### src/rtl/mem_copy_engine_pkg.sv
// Shared constants, FSM state type and port-mode encodings for the copy engine.
// MEM_COPY_VERIFY_EN adds the readback states VRD and VCHK.
package mem_copy_pkg;

  localparam int DATA_W = 32;
  localparam int ADDR_W = 5;
  localparam int DEPTH  = 32;

  localparam logic MODE_PORT_A = 1'b0;
  localparam logic MODE_PORT_B = 1'b1;

`ifdef MEM_COPY_VERIFY_EN
  typedef enum logic [2:0] {
    IDLE = 3'd0,
    RD   = 3'd1,
    WR   = 3'd2,
    VRD  = 3'd3,
    VCHK = 3'd4,
    DONE = 3'd5
  } copy_state_t;
`else
  typedef enum logic [2:0] {
    IDLE = 3'd0,
    RD   = 3'd1,
    WR   = 3'd2,
    DONE = 3'd5
  } copy_state_t;
`endif

endpackage

### src/rtl/mem_copy_engine_if.sv
// Pin bundle between the copy engine (master) and the 32x32 dual-port memory (slave).
interface mem_copy_engine_if #(
  parameter int DATA_W = mem_copy_pkg::DATA_W
);
  logic [DATA_W-1:0] data_in;
  logic [31:0]       addr_a;
  logic [31:0]       addr_b;
  logic              mode;
  logic              wr_en;
  logic [DATA_W-1:0] data_out;

  modport master (output data_in, addr_a, addr_b, mode, wr_en, input data_out);
  modport slave  (input data_in, addr_a, addr_b, mode, wr_en, output data_out);
endinterface

### src/rtl/mem_copy_engine.sv
// Block-copy controller: reads each word on port B, writes it on port A, ascending.
// Define MEM_COPY_VERIFY_EN to add a readback compare per word with a sticky err flag.
module mem_copy_engine #(
  parameter int DATA_W = mem_copy_pkg::DATA_W,
  parameter int ADDR_W = mem_copy_pkg::ADDR_W
) (
  input  logic              clk,
  input  logic              rst,
  input  logic              start_i,
  input  logic [ADDR_W-1:0] src_base_i,
  input  logic [ADDR_W-1:0] dst_base_i,
  input  logic [ADDR_W:0]   len_i,
  output logic              busy_o,
  output logic              done_o,
  output logic              err_o,
  mem_copy_engine_if.master mem
);
  import mem_copy_pkg::*;

  localparam int              PAD_W   = 32 - ADDR_W;
  localparam logic [ADDR_W:0] MAX_LEN = {1'b1, {ADDR_W{1'b0}}};

  copy_state_t       state_q, state_d;
  logic [ADDR_W-1:0] idx_q, idx_d;
  logic [ADDR_W-1:0] src_q, src_d;
  logic [ADDR_W-1:0] dst_q, dst_d;
  logic [ADDR_W-1:0] last_q, last_d;
  logic [ADDR_W-1:0] rd_addr, wr_addr;

  // Natural ADDR_W-bit overflow gives the required modulo-32 wrap.
  assign rd_addr = src_q + idx_q;
  assign wr_addr = dst_q + idx_q;

`ifdef MEM_COPY_VERIFY_EN
  logic [DATA_W-1:0] word_q, word_d;
  logic              err_q, err_d;
  assign err_o = err_q;
`else
  assign err_o = 1'b0;
`endif

  always_ff @(posedge clk) begin
    if (rst) begin
      state_q <= IDLE;
      idx_q   <= '0;
      src_q   <= '0;
      dst_q   <= '0;
      last_q  <= '0;
`ifdef MEM_COPY_VERIFY_EN
      word_q  <= '0;
      err_q   <= 1'b0;
`endif
    end else begin
      state_q <= state_d;
      idx_q   <= idx_d;
      src_q   <= src_d;
      dst_q   <= dst_d;
      last_q  <= last_d;
`ifdef MEM_COPY_VERIFY_EN
      word_q  <= word_d;
      err_q   <= err_d;
`endif
    end
  end

  always_comb begin
    state_d     = state_q;
    idx_d       = idx_q;
    src_d       = src_q;
    dst_d       = dst_q;
    last_d      = last_q;
`ifdef MEM_COPY_VERIFY_EN
    word_d      = word_q;
    err_d       = err_q;
`endif
    mem.mode    = MODE_PORT_B;
    mem.addr_a  = '0;
    mem.addr_b  = '0;
    mem.wr_en   = 1'b0;
    mem.data_in = '0;

    unique case (state_q)
      IDLE: begin
        if (start_i) begin
          src_d = src_base_i;
          dst_d = dst_base_i;
          idx_d = '0;
`ifdef MEM_COPY_VERIFY_EN
          err_d = 1'b0;
`endif
          if (len_i == '0) begin
            state_d = DONE;
          end else begin
            // Store N-1 so a saturated length of 32 still fits in ADDR_W bits.
            last_d  = (len_i >= MAX_LEN) ? '1 : len_i[ADDR_W-1:0] - ADDR_W'(1);
            state_d = RD;
          end
        end
      end
      RD: begin
        mem.addr_b = {{PAD_W{1'b0}}, rd_addr};
        state_d    = WR;
      end
      WR: begin
        mem.mode    = MODE_PORT_A;
        mem.addr_a  = {{PAD_W{1'b0}}, wr_addr};
        mem.wr_en   = ~rst;
        mem.data_in = mem.data_out;
`ifdef MEM_COPY_VERIFY_EN
        word_d  = mem.data_out;
        state_d = VRD;
`else
        if (idx_q == last_q) begin
          state_d = DONE;
        end else begin
          idx_d   = idx_q + ADDR_W'(1);
          state_d = RD;
        end
`endif
      end
`ifdef MEM_COPY_VERIFY_EN
      VRD: begin
        mem.addr_b = {{PAD_W{1'b0}}, wr_addr};
        state_d    = VCHK;
      end
      VCHK: begin
        if (mem.data_out != word_q) err_d = 1'b1;
        if (idx_q == last_q) begin
          state_d = DONE;
        end else begin
          idx_d   = idx_q + ADDR_W'(1);
          state_d = RD;
        end
      end
`endif
      DONE:    state_d = IDLE;
      default: state_d = IDLE;
    endcase
  end

  assign busy_o = (state_q != IDLE);
  assign done_o = (state_q == DONE);

endmodule

### src/flat_wrapper.sv
// flat-port wrapper written by rule: the top's interface ports become plain ports
module mem_copy_engine_flat import mem_copy_pkg::*;
#(
  parameter int DATA_W = mem_copy_pkg::DATA_W,
  parameter int ADDR_W = mem_copy_pkg::ADDR_W
)
  (clk, rst, start_i, src_base_i, dst_base_i, len_i, busy_o, done_o, err_o, mem_data_in, mem_addr_a, mem_addr_b, mem_mode, mem_wr_en, mem_data_out);
  mem_copy_engine_if #(.DATA_W(DATA_W)) mem_i ();
  input  logic clk;
  input  logic rst;
  input  logic start_i;
  input  logic [ADDR_W-1:0] src_base_i;
  input  logic [ADDR_W-1:0] dst_base_i;
  input  logic [ADDR_W:0] len_i;
  output logic busy_o;
  output logic done_o;
  output logic err_o;
  output wire logic [$bits(mem_i.data_in)-1:0] mem_data_in;
  output wire logic [$bits(mem_i.addr_a)-1:0] mem_addr_a;
  output wire logic [$bits(mem_i.addr_b)-1:0] mem_addr_b;
  output wire logic [$bits(mem_i.mode)-1:0] mem_mode;
  output wire logic [$bits(mem_i.wr_en)-1:0] mem_wr_en;
  input wire logic [$bits(mem_i.data_out)-1:0] mem_data_out;
  assign mem_data_in = mem_i.data_in;
  assign mem_addr_a = mem_i.addr_a;
  assign mem_addr_b = mem_i.addr_b;
  assign mem_mode = mem_i.mode;
  assign mem_wr_en = mem_i.wr_en;
  assign mem_i.data_out = mem_data_out;
  mem_copy_engine #(.DATA_W(DATA_W), .ADDR_W(ADDR_W)) u_core (.clk(clk), .rst(rst), .start_i(start_i), .src_base_i(src_base_i), .dst_base_i(dst_base_i), .len_i(len_i), .busy_o(busy_o), .done_o(done_o), .err_o(err_o), .mem(mem_i));
endmodule
### config.mk
export PLATFORM = sky130hd
export DESIGN_NAME = mem_copy_engine_flat
export DESIGN_NICKNAME = d
export VERILOG_FILES = /design/src/rtl/mem_copy_engine_pkg.sv /design/src/rtl/mem_copy_engine_if.sv /design/src/rtl/mem_copy_engine.sv /design/src/flat_wrapper.sv
export SDC_FILE = /design/constraint.sdc
export NUM_CORES = 1
export LEC_CHECK = 0
export ABC_CLOCK_PERIOD_IN_PS = 2400
export BUFFER_PORTS_ARGS = -buffer_cell sky130_fd_sc_hd__buf_2
export CAP_MARGIN = 10
export CORE_UTILIZATION = 41
export CTS_CLUSTER_SIZE = 28
export DETAILED_ROUTE_END_ITERATION = 8
export HOLD_SLACK_MARGIN = 0.02
export PLACE_DENSITY = 0.82
export SETUP_SLACK_MARGIN = 0.02
export SYNTH_ARGS = -nofsm -noshare
export SYNTH_HDL_FRONTEND = slang
export SYNTH_SLANG_ARGS = --single-unit
export TNS_END_PERCENT = 50
### constraint.sdc
create_clock -name clk -period 2.4 [get_ports clk]
set_clock_uncertainty 0.05 [all_clocks]
set_input_delay 0 -clock clk [delete_from_list [all_inputs] [get_ports clk]]
set_output_delay 0 -clock clk [all_outputs]
set_load 0.05 [all_outputs]
## After elaboration in Yosys (flattened, before gate mapping)

Cells that the tools add are included.
W data, S select, Z words.

- Flip-flop bits (word level): 23
- Memories kept: 0
- Output and inout port bits: 101
- ROM bits: 0
- RAM bits: 0
- Latch bits: 0
- Input port bits: 51
- Logic and storage cells: 38

- $add $sub $neg: 4
- Equality and inequality tests: 6
- Mux-type cells: 13
- Bitwise gates (word level): 2
- $lt $le $gt $ge: 1
- $mul: 0
- Shift operators: 0
- Reduce and logical (&&, ||, !) cells: 7
- Div/mod/pow operators: 0

Operator list:

| cell | number |
|---|---|
| $mux W32 | 1 |
| $mux W5 | 5 |
| $add A5 B5 Y5 | 2 |
| $pmux W5 S2 | 1 |
| $mux W3 | 3 |
| $pmux W3 S3 | 1 |
| $ge A6 B6 Y1 const B | 1 |
| $logic_not A6 Y1 | 1 |
| $reduce_and A3 Y1 | 2 |
| $add A5 B1 Y5 const B | 1 |
| $eq A5 B5 Y1 | 1 |
| $sub A5 B1 Y5 const B | 1 |
| $ne A2 B2 Y1 const B | 2 |
| $eq A3 B1 Y1 const B | 1 |
| $eq A3 B2 Y1 const B | 1 |
| $eq A3 B3 Y1 const B | 1 |
| $logic_not A3 Y1 | 1 |
| $reduce_bool A3 Y1 | 1 |
| $mux W1 | 2 |
| $not A1 Y1 | 2 |
| $reduce_and A2 Y1 | 1 |
| $reduce_bool A2 Y1 | 1 |

## Longest topological paths before layout

- Depth in word-level cells: 4
- Gate-level depth with buffers: 7
- Mapped depth without buffers: 7

## Least setup slack after synthesis

No wires, ideal clock.

- Kind: flip-flop to output port
- Start: reg u_core.state_q[2]
- End: out mem_addr_a[2]
- Required time: 2.350 ns
- Cell stages (with the launch flop): 6
- Data arrival time: 2.264 ns
- Path slack: 0.086 ns
- Path buffers: 1
- Path through: dfxtp_1 -> nor2_4 -> and2_4 -> inv_2 -> clkbuf_1 -> nor3_1

- Word-level cells in the longest chain between the ends: 2

Ends and longest elaborated chain:

| element | line | text |
|---|---|---|
| start, declared | mem_copy_engine.sv:23 | `copy_state_t state_q, state_d;` |
| start signal, assigned | mem_copy_engine.sv:54 | `state_q <= state_d;` |
| $eq A3 B2 Y1 | mem_copy_engine.sv:82 | `unique case (state_q)` |
| $mux W5 | mem_copy_engine.sv:82 |  |
| end, declared | flat_wrapper.sv:19 | `output wire logic [$bits(mem_i.addr_a)-1:0] mem_addr_a;` |

No other way between the ends.

## Final worst setup path

- Start: reg u_core.idx_q[2]
- End: out mem_addr_b[4]

- Word-level cells in the longest chain between the ends: 2

Ends and longest elaborated chain:

| element | line | text |
|---|---|---|
| start, declared | mem_copy_engine.sv:24 | `logic [ADDR_W-1:0] idx_q, idx_d;` |
| start signal, assigned | mem_copy_engine.sv:55 | `idx_q <= idx_d;` |
| $add A5 B5 Y5 | mem_copy_engine.sv:31 | `assign rd_addr = src_q + idx_q;` |
| $mux W5 | mem_copy_engine.sv:82 |  |
| end, declared | flat_wrapper.sv:20 | `output wire logic [$bits(mem_i.addr_b)-1:0] mem_addr_b;` |

No other way between the ends.

==> impl_metrics.env <==
export IMPL_rsz0062_at_grt="false"
export IMPL_groute_usage_overall=0.175
export IMPL_start_util=0.435
export IMPL_synth_largest_area_cell="dfxtp_1"
export IMPL_hold_violations=0
export IMPL_worst_pin_slew_ns=0.684
export IMPL_clockPowerShare=0.210
export IMPL_slew_viol_final=0
export IMPL_power_total_mw=1.15
export IMPL_synth_common_cells="55 x buf_4, 34 x and3_1, 23 x dfxtp_1, 23 x nand2_1, 16 x nor2_1"
export IMPL_seqPwrFrac=0.365
export IMPL_use_met2=0.303
export IMPL_ys_ff_latch=23
export IMPL_place_congestion=0.825
export IMPL_vias=1973
export IMPL_postLayoutCoreUtil=0.538
export IMPL_drt_iter0_drc=78
export IMPL_clock_sinks=23
export IMPL_areaGrowthSynthToFinish_pct=23.8
export IMPL_dr_pass1_iters=4
export IMPL_ys_async_sr_fraction=0
export IMPL_drc=0
export IMPL_hold_ws_ns=0.0205
export IMPL_grt_busiest_layer="met2"
export IMPL_synth_cell_types=40
export IMPL_fin_nets=437
export IMPL_fin_crit_sh=0.920
export IMPL_synth_area_leaders="dfxtp_1 22%, buf_4 20%, and3_1 10%"
export IMPL_synth_seq_area_share=0.220
export IMPL_diodes=0
export IMPL_grt_pass1_wl_mm=7.53
export IMPL_cts_tree="done"
export IMPL_syn_inst=270
export IMPL_synthFlopType="dfxtp_1"
export IMPL_max_freq_mhz=453
export IMPL_io_buffers=96
export IMPL_slew_headroom=0.539
export IMPL_use_met1=0.233
export IMPL_crit_required_ns=2.35
export IMPL_period_needed_ns=2.21
export IMPL_power_frac_comb=0.425
export IMPL_coreArea_um2=4820
export IMPL_syn_cell_area_um2=2090
export IMPL_wire_per_inst_um=11.2
export IMPL_die_h_um=73.5
export IMPL_htree_levels=1
export IMPL_grt_overflow_total=0
export IMPL_yosys_area_top_type_share=0.220
export IMPL_drive_gt1_frac=0.301
export IMPL_io_pins=152
export IMPL_antenna_found_initial=0
export IMPL_end_kind="output port"
export IMPL_num_rows=25
export IMPL_grt_pass1_vias=1673
export IMPL_synth_warnings=0
export IMPL_switchingPower_mw=0.521
export IMPL_post_synth_top_count_cell="buf_4"
export IMPL_dp_slack_ns=0.496
export IMPL_critPathKind="flip-flop to output port"
export IMPL_clkLatencyLatePin_ns=0.27
export IMPL_cts_root_buf="clkbuf_8"
export IMPL_min_path_type="input pin to flip-flop"
export IMPL_cap_viol_max_count=0
export IMPL_grtUsageMet3=0.0206
export IMPL_start_kind="flip-flop"
export IMPL_power_internal_mw=0.632
export IMPL_cts_made_buffers=3
export IMPL_setup_viol=0
export IMPL_synth_edff_count=0
export IMPL_antenna_left=0
export IMPL_peakVddDrop_mv=0.216
export IMPL_fin_ws_ns=0.191
export IMPL_outcome="finished clean"
export IMPL_crit_arrival_ns=2.16
export IMPL_clock_path_buffers=2
export IMPL_die_width_um=73.5
export IMPL_syn_avg_cell_area_um2=7.76
export IMPL_grt_max_degree=35
export IMPL_cp_max_fo=8
export IMPL_die_area_um2=5400
export IMPL_switching_share=0.452
export IMPL_wl_mm=4.92
export IMPL_cts_setup_buffers=0
export IMPL_clk_pin_slew_ns=0.09
export IMPL_powerDensity_nw_per_um2=445
export IMPL_power_leakage_nw=1.50
export IMPL_hpwl_mm=3.81
export IMPL_via_per_inst=4.49
export IMPL_tns_ns=0
-- worst paths after layout --
check / start / endpoint / slack [ns] / depth (start not counted)
worst max-delay path: u_core.idx_q[2] / mem_addr_b[4] / 0.19 / 6
worst min-delay path: len_i[3] / u_core.last_q[3] / 0.02 / 3
worst max register to register: u_core.state_q[2] / u_core.idx_q[0] / 0.48 / 6
worst min register to register: u_core.dst_q[3] / u_core.dst_q[3] / 0.42 / 2
-- sequential cells by signal, summed over array words and instances, names as in the netlist --
register and count:
u_core.state_q 3, u_core.dst_q 5, u_core.src_q 5, u_core.idx_q 5, u_core.last_q 5
-- critical path, stage by stage, from the launching register on --
cell and delay [ns]:
dfxtp_1 0.50, ha_1 0.32, nor2b_1 0.15, o21a_1 0.18
or3_1 0.34, a21oi_1 0.14, buf_2 0.27
-- cell families (layout without fill, tap and decap cells) --
| kind of cell | count (synthesis) | in the layout | share of synthesized area |
|---|---|---|---|
| buf+inv | 79 | 127 | 0.241 |
| simple gates | 102 | 102 | 0.266 |
| compound gates | 38 | 38 | 0.124 |
| flops | 23 | 23 | 0.220 |
| fa+ha+maj | 13 | 13 | 0.0848 |
| xor+xnor | 12 | 12 | 0.0502 |
| other cells | 1 | 55 | 0.00179 |
| mux | 2 | 2 | 0.0119 |
-- stage by stage --
stage / cells / instance area, µm²
3_5_place_dp: 424 / 2440
2_1_floorplan: 324 / 2300
4_1_cts: 439 / 2590
6_report: 439 / 2590
5_1_grt: 439 / 2590
3_3_place_gp: 424 / 2440
-- area by class of cell --
type                            count  area (µm²)
Timing Repair Buffer              112         628
Sequential cell                    23         460
Clock buffer                        3        41.3
Multi-Input combinational cell    222        1330
Clock inverter                      1        5.00
Fill cell                         479        2220
Tap cell                           67        83.8
Inverter                           11        41.3
-- placed cells by master (no fill, tap or decap), drive strengths merged, types with 4 or more instances in the layout --
master       Yosys  final
a21oi           16     16
a311oi           5      5
and3            34     34
buf             56    101
conb             1     55
dfxtp           23     23
dlygate4sd3      0     11
ha              11     11
inv             11     11
nand2           23     23
nand3            5      5
nor2            17     17
nor2b            6      6
nor3             5      5
o21ai            6      6
xnor2            4      4
xor2             8      8
-- metal layers --
metal  part of all wire  vias up
met2               0.50       63
met3              0.037        5
met5                  0        -
met1               0.45      890
li1                   -     1015
met4             0.0059        0
-- power by group through the flow --
stage,clock network [mW],logic (mW),registers [mW]
2_1_floorplan,0,0.454,0.425
3_3_place_gp,0,0.469,0.429
4_1_cts,0.249,0.490,0.421
6_report,0.242,0.490,0.421
3_5_place_dp,0,0.474,0.430
5_1_grt,0.259,0.525,0.424
-- timing repair --
action	in CTS	in global routing
hold endpoints to repair	11	0
gates resized for setup	0	0
hold buffers	11	0
Note: power is estimated with default switching activity, not from simulation.
